==> src/rtl/report_collector_c6lw.sv <==
// report_collector_c6lw
// Collects the 40 stage-0 report wires of cluster 6 (10 LTL automata x 4
// reports). Every run cycle with at least one report active is timestamped
// and queued in a FIFO. The monitor drains the FIFO through a valid/ready
// handshake. Sticky per-automaton hit flags and drop statistics are also kept.
//
// Ports:
//   clk, reset        rising-edge clock, synchronous active-high reset
//   run               symbol-advance enable (same as stage 0)
//   report_vec[39:0]  bit 4k+j = automaton k report j
//   clr_sticky        pulse: clears ltl_hit, overflow, drop_cnt
//   rd_valid/rd_ready readout handshake; rd_cycle/rd_reports = head entry
//   fifo_level        occupancy 0..DEPTH
//   overflow          sticky: an entry was dropped on a full FIFO
//   drop_cnt          saturating count of dropped entries
//   ltl_hit[9:0]      sticky: automaton k reported at least once
module report_collector_c6lw #(
    parameter int DEPTH  = 16,
    parameter int CNT_W  = 32,
    parameter int DROP_W = 16
) (
    input  logic                     clk,
    input  logic                     reset,
    input  logic                     run,
    input  logic [39:0]              report_vec,
    input  logic                     clr_sticky,
    output logic                     rd_valid,
    input  logic                     rd_ready,
    output logic [CNT_W-1:0]         rd_cycle,
    output logic [39:0]              rd_reports,
    output logic [$clog2(DEPTH):0]   fifo_level,
    output logic                     overflow,
    output logic [DROP_W-1:0]        drop_cnt,
    output logic [9:0]               ltl_hit
);

    localparam int AW = $clog2(DEPTH);
    localparam int EW = CNT_W + 40;

    logic [CNT_W-1:0] cycle_cnt;
    logic             cap_vld;
    logic [EW-1:0]    cap_reg;     // {timestamp, report vector}
    logic [EW-1:0]    mem [DEPTH];
    logic [AW-1:0]    wr_ptr;
    logic [AW-1:0]    rd_ptr;
    logic [AW:0]      level;
    logic             pop;
    logic             full;
    logic             wr_en;
    logic             drop;
    logic [9:0]       hit_set;

    always_comb begin
        hit_set = '0;
        for (int k = 0; k < 10; k++)
            hit_set[k] = run & (|report_vec[4*k +: 4]);
    end

    assign pop   = (level != '0) & rd_ready;
    // Fullness is judged after the same-cycle pop, so a full FIFO being
    // drained still accepts the incoming entry.
    assign full  = (level == (AW+1)'(DEPTH)) & ~pop;
    assign wr_en = cap_vld & ~full;
    assign drop  = cap_vld & full;

    always_ff @(posedge clk) begin
        if (reset) begin
            cycle_cnt <= '0;
            cap_vld   <= 1'b0;
            cap_reg   <= '0;
            wr_ptr    <= '0;
            rd_ptr    <= '0;
            level     <= '0;
            overflow  <= 1'b0;
            drop_cnt  <= '0;
            ltl_hit   <= '0;
        end else begin
            if (run)
                cycle_cnt <= cycle_cnt + CNT_W'(1);

            // Timestamp is the pre-increment count of this run cycle.
            cap_vld <= run & (report_vec != '0);
            cap_reg <= {cycle_cnt, report_vec};

            if (wr_en) wr_ptr <= wr_ptr + AW'(1);
            if (pop)   rd_ptr <= rd_ptr + AW'(1);

            case ({wr_en, pop})
                2'b10:   level <= level + (AW+1)'(1);
                2'b01:   level <= level - (AW+1)'(1);
                default: level <= level;
            endcase

            // A set event in the same cycle as clr_sticky wins.
            ltl_hit <= clr_sticky ? hit_set : (ltl_hit | hit_set);

            if (drop) begin
                overflow <= 1'b1;
                if (clr_sticky)
                    drop_cnt <= DROP_W'(1);
                else if (drop_cnt != '1)
                    drop_cnt <= drop_cnt + DROP_W'(1);
            end else if (clr_sticky) begin
                overflow <= 1'b0;
                drop_cnt <= '0;
            end
        end
    end

    // Storage needs no reset; occupancy gates what is visible.
    always_ff @(posedge clk) begin
        if (!reset && wr_en)
            mem[wr_ptr] <= cap_reg;
    end

    assign rd_valid   = (level != '0);
    assign fifo_level = level;
    assign rd_cycle   = rd_valid ? mem[rd_ptr][EW-1:40] : '0;
    assign rd_reports = rd_valid ? mem[rd_ptr][39:0]    : '0;

endmodule
==> config.mk <==
export PLATFORM = sky130hd
export DESIGN_NAME = report_collector_c6lw
export DESIGN_NICKNAME = d
export VERILOG_FILES = /design/src/rtl/report_collector_c6lw.sv
export SDC_FILE = /design/constraint.sdc
export NUM_CORES = 1
export LEC_CHECK = 0
export CORE_MARGIN = 1
export CORE_UTILIZATION = 61
export CTS_CLUSTER_SIZE = 30
export DETAILED_ROUTE_END_ITERATION = 8
export GPL_ROUTABILITY_DRIVEN = 0
export HOLD_SLACK_MARGIN = 0.1
export PLACE_DENSITY = 0.81
export SLEW_MARGIN = 20
export SYNTH_ARGS = -nofsm -noshare
export SYNTH_HDL_FRONTEND = slang
export SYNTH_SLANG_ARGS = --single-unit
==> constraint.sdc <==
create_clock -name clk -period 7.7 [get_ports clk]
set_clock_uncertainty 0.15 [all_clocks]
set_input_delay 1.54 -clock clk [delete_from_list [all_inputs] [get_ports clk]]
set_output_delay 1.54 -clock clk [all_outputs]
set_load 0.05 [all_outputs]
Word level (Yosys, flattened, before mapping)
Memory sizes are Yosys's and may differ from the RTL's. A register that Yosys moved wholly into a read port is not among the register bits.
Cells that the tools add are included.
{"block": "word_totals", "regBits": 145, "in_bits": 45, "ram_bits": 1152, "mem_count": 1, "word_cells": 70}
{"memory": "mem", "words": 16, "word_bits": 72, "rd": 1, "rd_clocked_by_memory_dff": 1, "write_ports": 1, "line_no": "43", "rtl": "logic [EW-1:0] mem [DEPTH];"}
{"block": "classes", "n_addsub": 6, "bitwise": 18, "n_eq_ne": 4, "muxes": 14, "reduce_logical": 18}
{"operator": "2-to-1 mux 16 bit", "count": 4}
{"operator": "2-to-1 mux 40 bit", "count": 1}
{"operator": "nonzero test 40 bit", "count": 1}
{"operator": "OR reduction 4 bit", "count": 10}
{"operator": "adder 32 x 1 -> 32 bit, second input constant", "count": 1}
{"operator": "2-to-1 mux 32 bit", "count": 1}
{"operator": "adder 16 x 1 -> 16 bit, second input constant", "count": 1}
{"operator": "inequality test 16 bit, second input constant", "count": 1}
{"operator": "bitwise AND 1 bit", "count": 15}
{"operator": "2-to-1 mux 10 bit", "count": 1}
{"operator": "bitwise OR 10 bit", "count": 1}
{"operator": "one-hot mux 5 bit (2 select lines)", "count": 1}
{"operator": "adder 4 x 1 -> 4 bit, second input constant", "count": 2}
{"operator": "2-to-1 mux 4 bit", "count": 2}
{"operator": "nonzero test 2 bit", "count": 3}
{"operator": "adder 5 x 1 -> 5 bit, second input constant", "count": 1}
{"operator": "== test 5 bit, second input constant", "count": 1}
{"operator": "nonzero test 5 bit", "count": 1}
{"operator": "subtractor 5 x 1 -> 5 bit, second input constant", "count": 1}
{"operator": "2-to-1 mux 1 bit", "count": 4}
{"operator": "== test 2 x 1 -> 1 bit, second input constant", "count": 1}
{"operator": "== test 2 bit, second input constant", "count": 1}
{"operator": "inverter 1 bit", "count": 2}
{"operator": "AND reduction 2 bit", "count": 1}
{"operator": "other kinds (2)", "count": 2}

Depth between registers and ports, before layout
{"block": "logic_depth", "ltp_word": 9, "depth_mapped": 11, "depth_no_buf": 10}

Worst setup path before layout
OpenSTA, ideal clock, no wires.
{"block": "synth_path", "path_kind": "input to register", "from": "input rd_ready", "to": "memory mem[3][0] (netlist bit), enable pin", "required_ns": 7.047, "path_stages": 5, "path_buffers": 1, "slack_ns": 1.492, "setup_time_ns": 0.503, "t_arrival_ns": 5.555, "path_cell_list": "clkbuf_1 -> nor2b_1 -> a21boi_1 -> nand2_1 -> nor2_1"}
{"block": "synth_between", "elab_chain_len": 8}
{"element": "start, declared", "line_no": "28", "rtl": "input logic rd_ready,"}
{"element": "bitwise AND 1 bit", "line_no": "59", "rtl": "assign pop = (level != '0) & rd_ready;"}
{"element": "inverter 1 bit", "line_no": "62", "rtl": "assign full = (level == (AW+1)'(DEPTH)) & ~pop;"}
{"element": "bitwise AND 1 bit", "line_no": "62"}
{"element": "inverter 1 bit", "line_no": "63", "rtl": "assign wr_en = cap_vld & ~full;"}
{"element": "bitwise AND 1 bit", "line_no": "63"}
{"element": "logical AND 1 bit", "line_no": "112", "rtl": "if (!reset && wr_en)"}
{"element": "2-to-1 mux 1 bit", "line_no": "112"}
{"element": "2-to-1 mux 1 bit (not written as such)", "line_no": "113", "rtl": "mem[wr_ptr] <= cap_reg;"}
{"element": "end, declared", "line_no": "43"}
Every way passes these cells.

Final worst setup path
{"block": "layout_path", "from": "register level[0], in the netlist fifo_level[0]", "to": "output rd_cycle[22]"}
{"block": "layout_between", "elab_chain_len": 2}
{"element": "start, declared", "line_no": "46", "rtl": "logic [AW:0] level;"}
{"element": "start signal, assigned", "line_no": "89", "rtl": "2'b10: level <= level + (AW+1)'(1);"}
{"element": "start signal, assigned", "line_no": "90", "rtl": "2'b01: level <= level - (AW+1)'(1);"}
{"element": "start signal, assigned", "line_no": "91", "rtl": "default: level <= level;"}
{"element": "nonzero test 5 bit", "line_no": "116", "rtl": "assign rd_valid = (level != '0);"}
{"element": "2-to-1 mux 32 bit", "line_no": "118", "rtl": "assign rd_cycle = rd_valid ? mem[rd_ptr][EW-1:40] : '0;"}
{"element": "end, declared", "line_no": "29", "rtl": "output logic [CNT_W-1:0] rd_cycle,"}
Every way passes these cells.

==> results.toml <==
[clocking]
cts_tree = "done"
root_buffer = "clkbuf_16"
cts_setup_buffers = 0
cts_made_buffers = 117
cts.clk_slew.worst_paths_ns = 0.06
cts.htree.levels = 3
clock_sinks = 1301
cts_buffer_depth = 3
cts-resized-gates = 0
worst_skew_pair.late_latency_ns = 0.69
cts_hold_buf = 0

[place]
post-dp-hpwl_um = 57400
io_buffers = 149

[synthesis]
synth_cell_types = 52
synth-seq-area-share_pct = 76.8
synth_cells = 2336
ys_ff_latch = 1301
ys_async_sr_fraction_pct = 0
synth_edf_count = 1152
syn_avg_cell_area_um2 = 20.9
synth_flop_cell = "edfxtp_1"
ys_warn_count = 0
synth.net_count = 2392
syn_area_um2 = 48900

[routing]
drt-pass1-iter-count = 6
vias = 24900
wl_per_cell_um = 32.6
wl_um = 120000
ant_nets = 1
drc = 0
vias_per_cell = 6.76
drtIter0Drc = 3048

[timing]
fin_crit_sh_pct = 77.8
setup_viol = 0
slew_violations = 0
tns_ns = 0
rsz0062_at_grt = "no"
hold_ws_ns = 0.317
final.min_clock_period_ns = 5.99
slew-limit-headroom_pct = 18.3
finalHoldViolCount = 0
max_clock_freq_ghz = 0.167
tightest_slew_ns = 1.22

[die]
io_pins = 150
start_util_pct = 61.8
rows = 103
die_w_um = 285
core_area_um2 = 79100
die_area_um2 = 81300
die_h_um = 285

[setup_path]
cpPeakStageDelay_ns = 0.95
end_kind = "output port"
worst-path-buf-inv = 2
crit_start = "fifo_level[0]$_SDFFE_PP0P_"
cp_cell_sequence = "nor4_4, nand2b_1, nand2b_4, buf_4, o22ai_1, clkdlybuf4s50_1"
required_ns = 6.01
cp_slowest_cell = "nand2b_4"
crit_type = "reg2out"
r2r_start = "fifo_level[0]$_SDFFE_PP0P_"
start_kind = "flip-flop"
cp_max_fo = 57
cpLargestDelayFamily = "simple AND/OR/NAND/NOR gates"
arrival_ns = 4.30

[cells_and_area]
mostFrequentLayoutCells = "edfxtp_1 (1152), mux4_2 (288), mux2i_1 (149), clkdlybuf4s50_1 (148), dfxtp_1 (146)"
synthToLayoutAreaGrowth_pct = 14.0
seq_area_um2 = 37600
drive_above_1_share_pct = 20.4
postLayoutCoreUtil_pct = 70.5
largest_reg_flops = 1152
layout_commonest_cell = "edfxtp_1"
layout.nets = 2587
n_fill_cell = 4391
multi_input_area_um2 = 11000

[global_routing]
grt_max_degree = 86
antenna_found_initial = 2
grt_use_total_pct = 28.9
grt_overflow = 0
grt_pass1_vias = 25900
grt_pass1_wl_um = 170000

[power_and_ir_drop]
ir_worst_vdd_mv = 0.412
pwr-share-clk_pct = 31.6
switchingPower_mw = 5.58
p_leak_nw = 16.9
seq_power_share_pct = 42.9
cellPowerDensity_nw_per_um2 = 327
swShare_pct = 30.5
pwr-share-comb_pct = 25.5
p_int_mw = 12.7

[hold_path]
hold_path.class = "reg2reg"
min-delay-start = "ltl_hit[1]$_SDFF_PP0_"

[status]
violations = "antenna rules"
status = "finished with violations"

[run]
drv_cap = 0
## through the flow
stage	total power, mW	instance area [um2]	instances	setup WS [ns]
floorplan	11.1	48900	2336	1.49
CTS	18.2	55700	3678	1.63
global route	18.7	55800	3681	1.57
finish	18.3	55800	3689	1.71
global placement	12.5	51900	3459	2.38
detailed placement	12.5	51900	3459	2.29
## final timing paths
path / to / slack [ns] / cells after the start
hold / removal: ltl_hit[1]$_SDFF_PP0_ / 0.32 / 2
setup reg to reg: mem[11][19]$_DFFE_PP_ / 3.92 / 5
setup / recovery: rd_cycle[22] / 1.71 / 6
hold reg to reg: ltl_hit[1]$_SDFF_PP0_ / 0.32 / 2
## cell families after synthesis
group | share of synthesized area (%)
XOR/XNOR | 0.662
buffers and inverters | 1.10
adder cells (fa/ha/maj) | 0.297
multiplexers | 16.3
AO/OA/AOI/OAI | 1.64
flip-flops | 76.8
AND/OR/NAND/NOR | 3.17
## power by group through the flow
stage                     logic, mW  registers [mW]  clock network [mW]
after floorplan                3.17            7.95                   0
after global placement         4.44            8.02                   0
after CTS                      4.59            7.89                5.75
after global routing           4.83            7.85                6.03
after detailed placement       4.50            8.04                   0
final                          4.65            7.84                5.77
## routing by layer
layer | part of all wire, % | GRT usage, % | wire (um)
met1 | 34 | 37.9 | 41500
met2 | 51 | 48.4 | 61800
met3 | 10 | 5.37 | 12400
met4 | 3.9 | 11.5 | 4670
met5 | 0 | 0 | 0
## worst reg2reg max path: stages (launching register included)
cell and delay [ns]:
dfxtp_1 0.49, nor4_4 0.13, a21boi_1 0.56, nand2_1 0.47
nor2_4 0.82, buf_4 0.75
## synthesized netlist by cell type (all sizes together) (3+ instances only)
library cell | number | area, um2
ha | 10 | 125
a21oi | 15 | 75.1
o211ai | 4 | 30.0
nand2 | 44 | 165
nor2 | 75 | 282
nor4 | 18 | 128
o21ai | 20 | 100
mux4 | 288 | 6490
mux2i | 149 | 1490
nor2b | 71 | 444
o22ai | 73 | 463
xnor2 | 22 | 193
or2 | 3 | 18.8
nor3 | 9 | 45.0
dfxtp | 149 | 2980
or4 | 5 | 37.5
and4 | 6 | 52.6
buf | 44 | 215
nand2b | 5 | 31.3
clkbuf | 77 | 289
nand4 | 15 | 93.8
and3 | 4 | 30.0
xor2 | 15 | 131
or3 | 12 | 75.1
edfxtp | 1152 | 34600
nand3 | 14 | 70.1
o2111ai | 3 | 26.3
inv | 9 | 33.8
a21o | 3 | 22.5
## final cells by class
cell class	instances	share of cell area (%)
clock inverters	50	0.850
diodes	8	0.0359
inverters	9	0.0606
flip-flops and latches	1301	67.4
multi-input cells	905	19.7
clock buffers	169	5.87
repair buffers	197	3.79
well taps	1050	2.35
No activity file was read; power rests on OpenSTA's default activity.
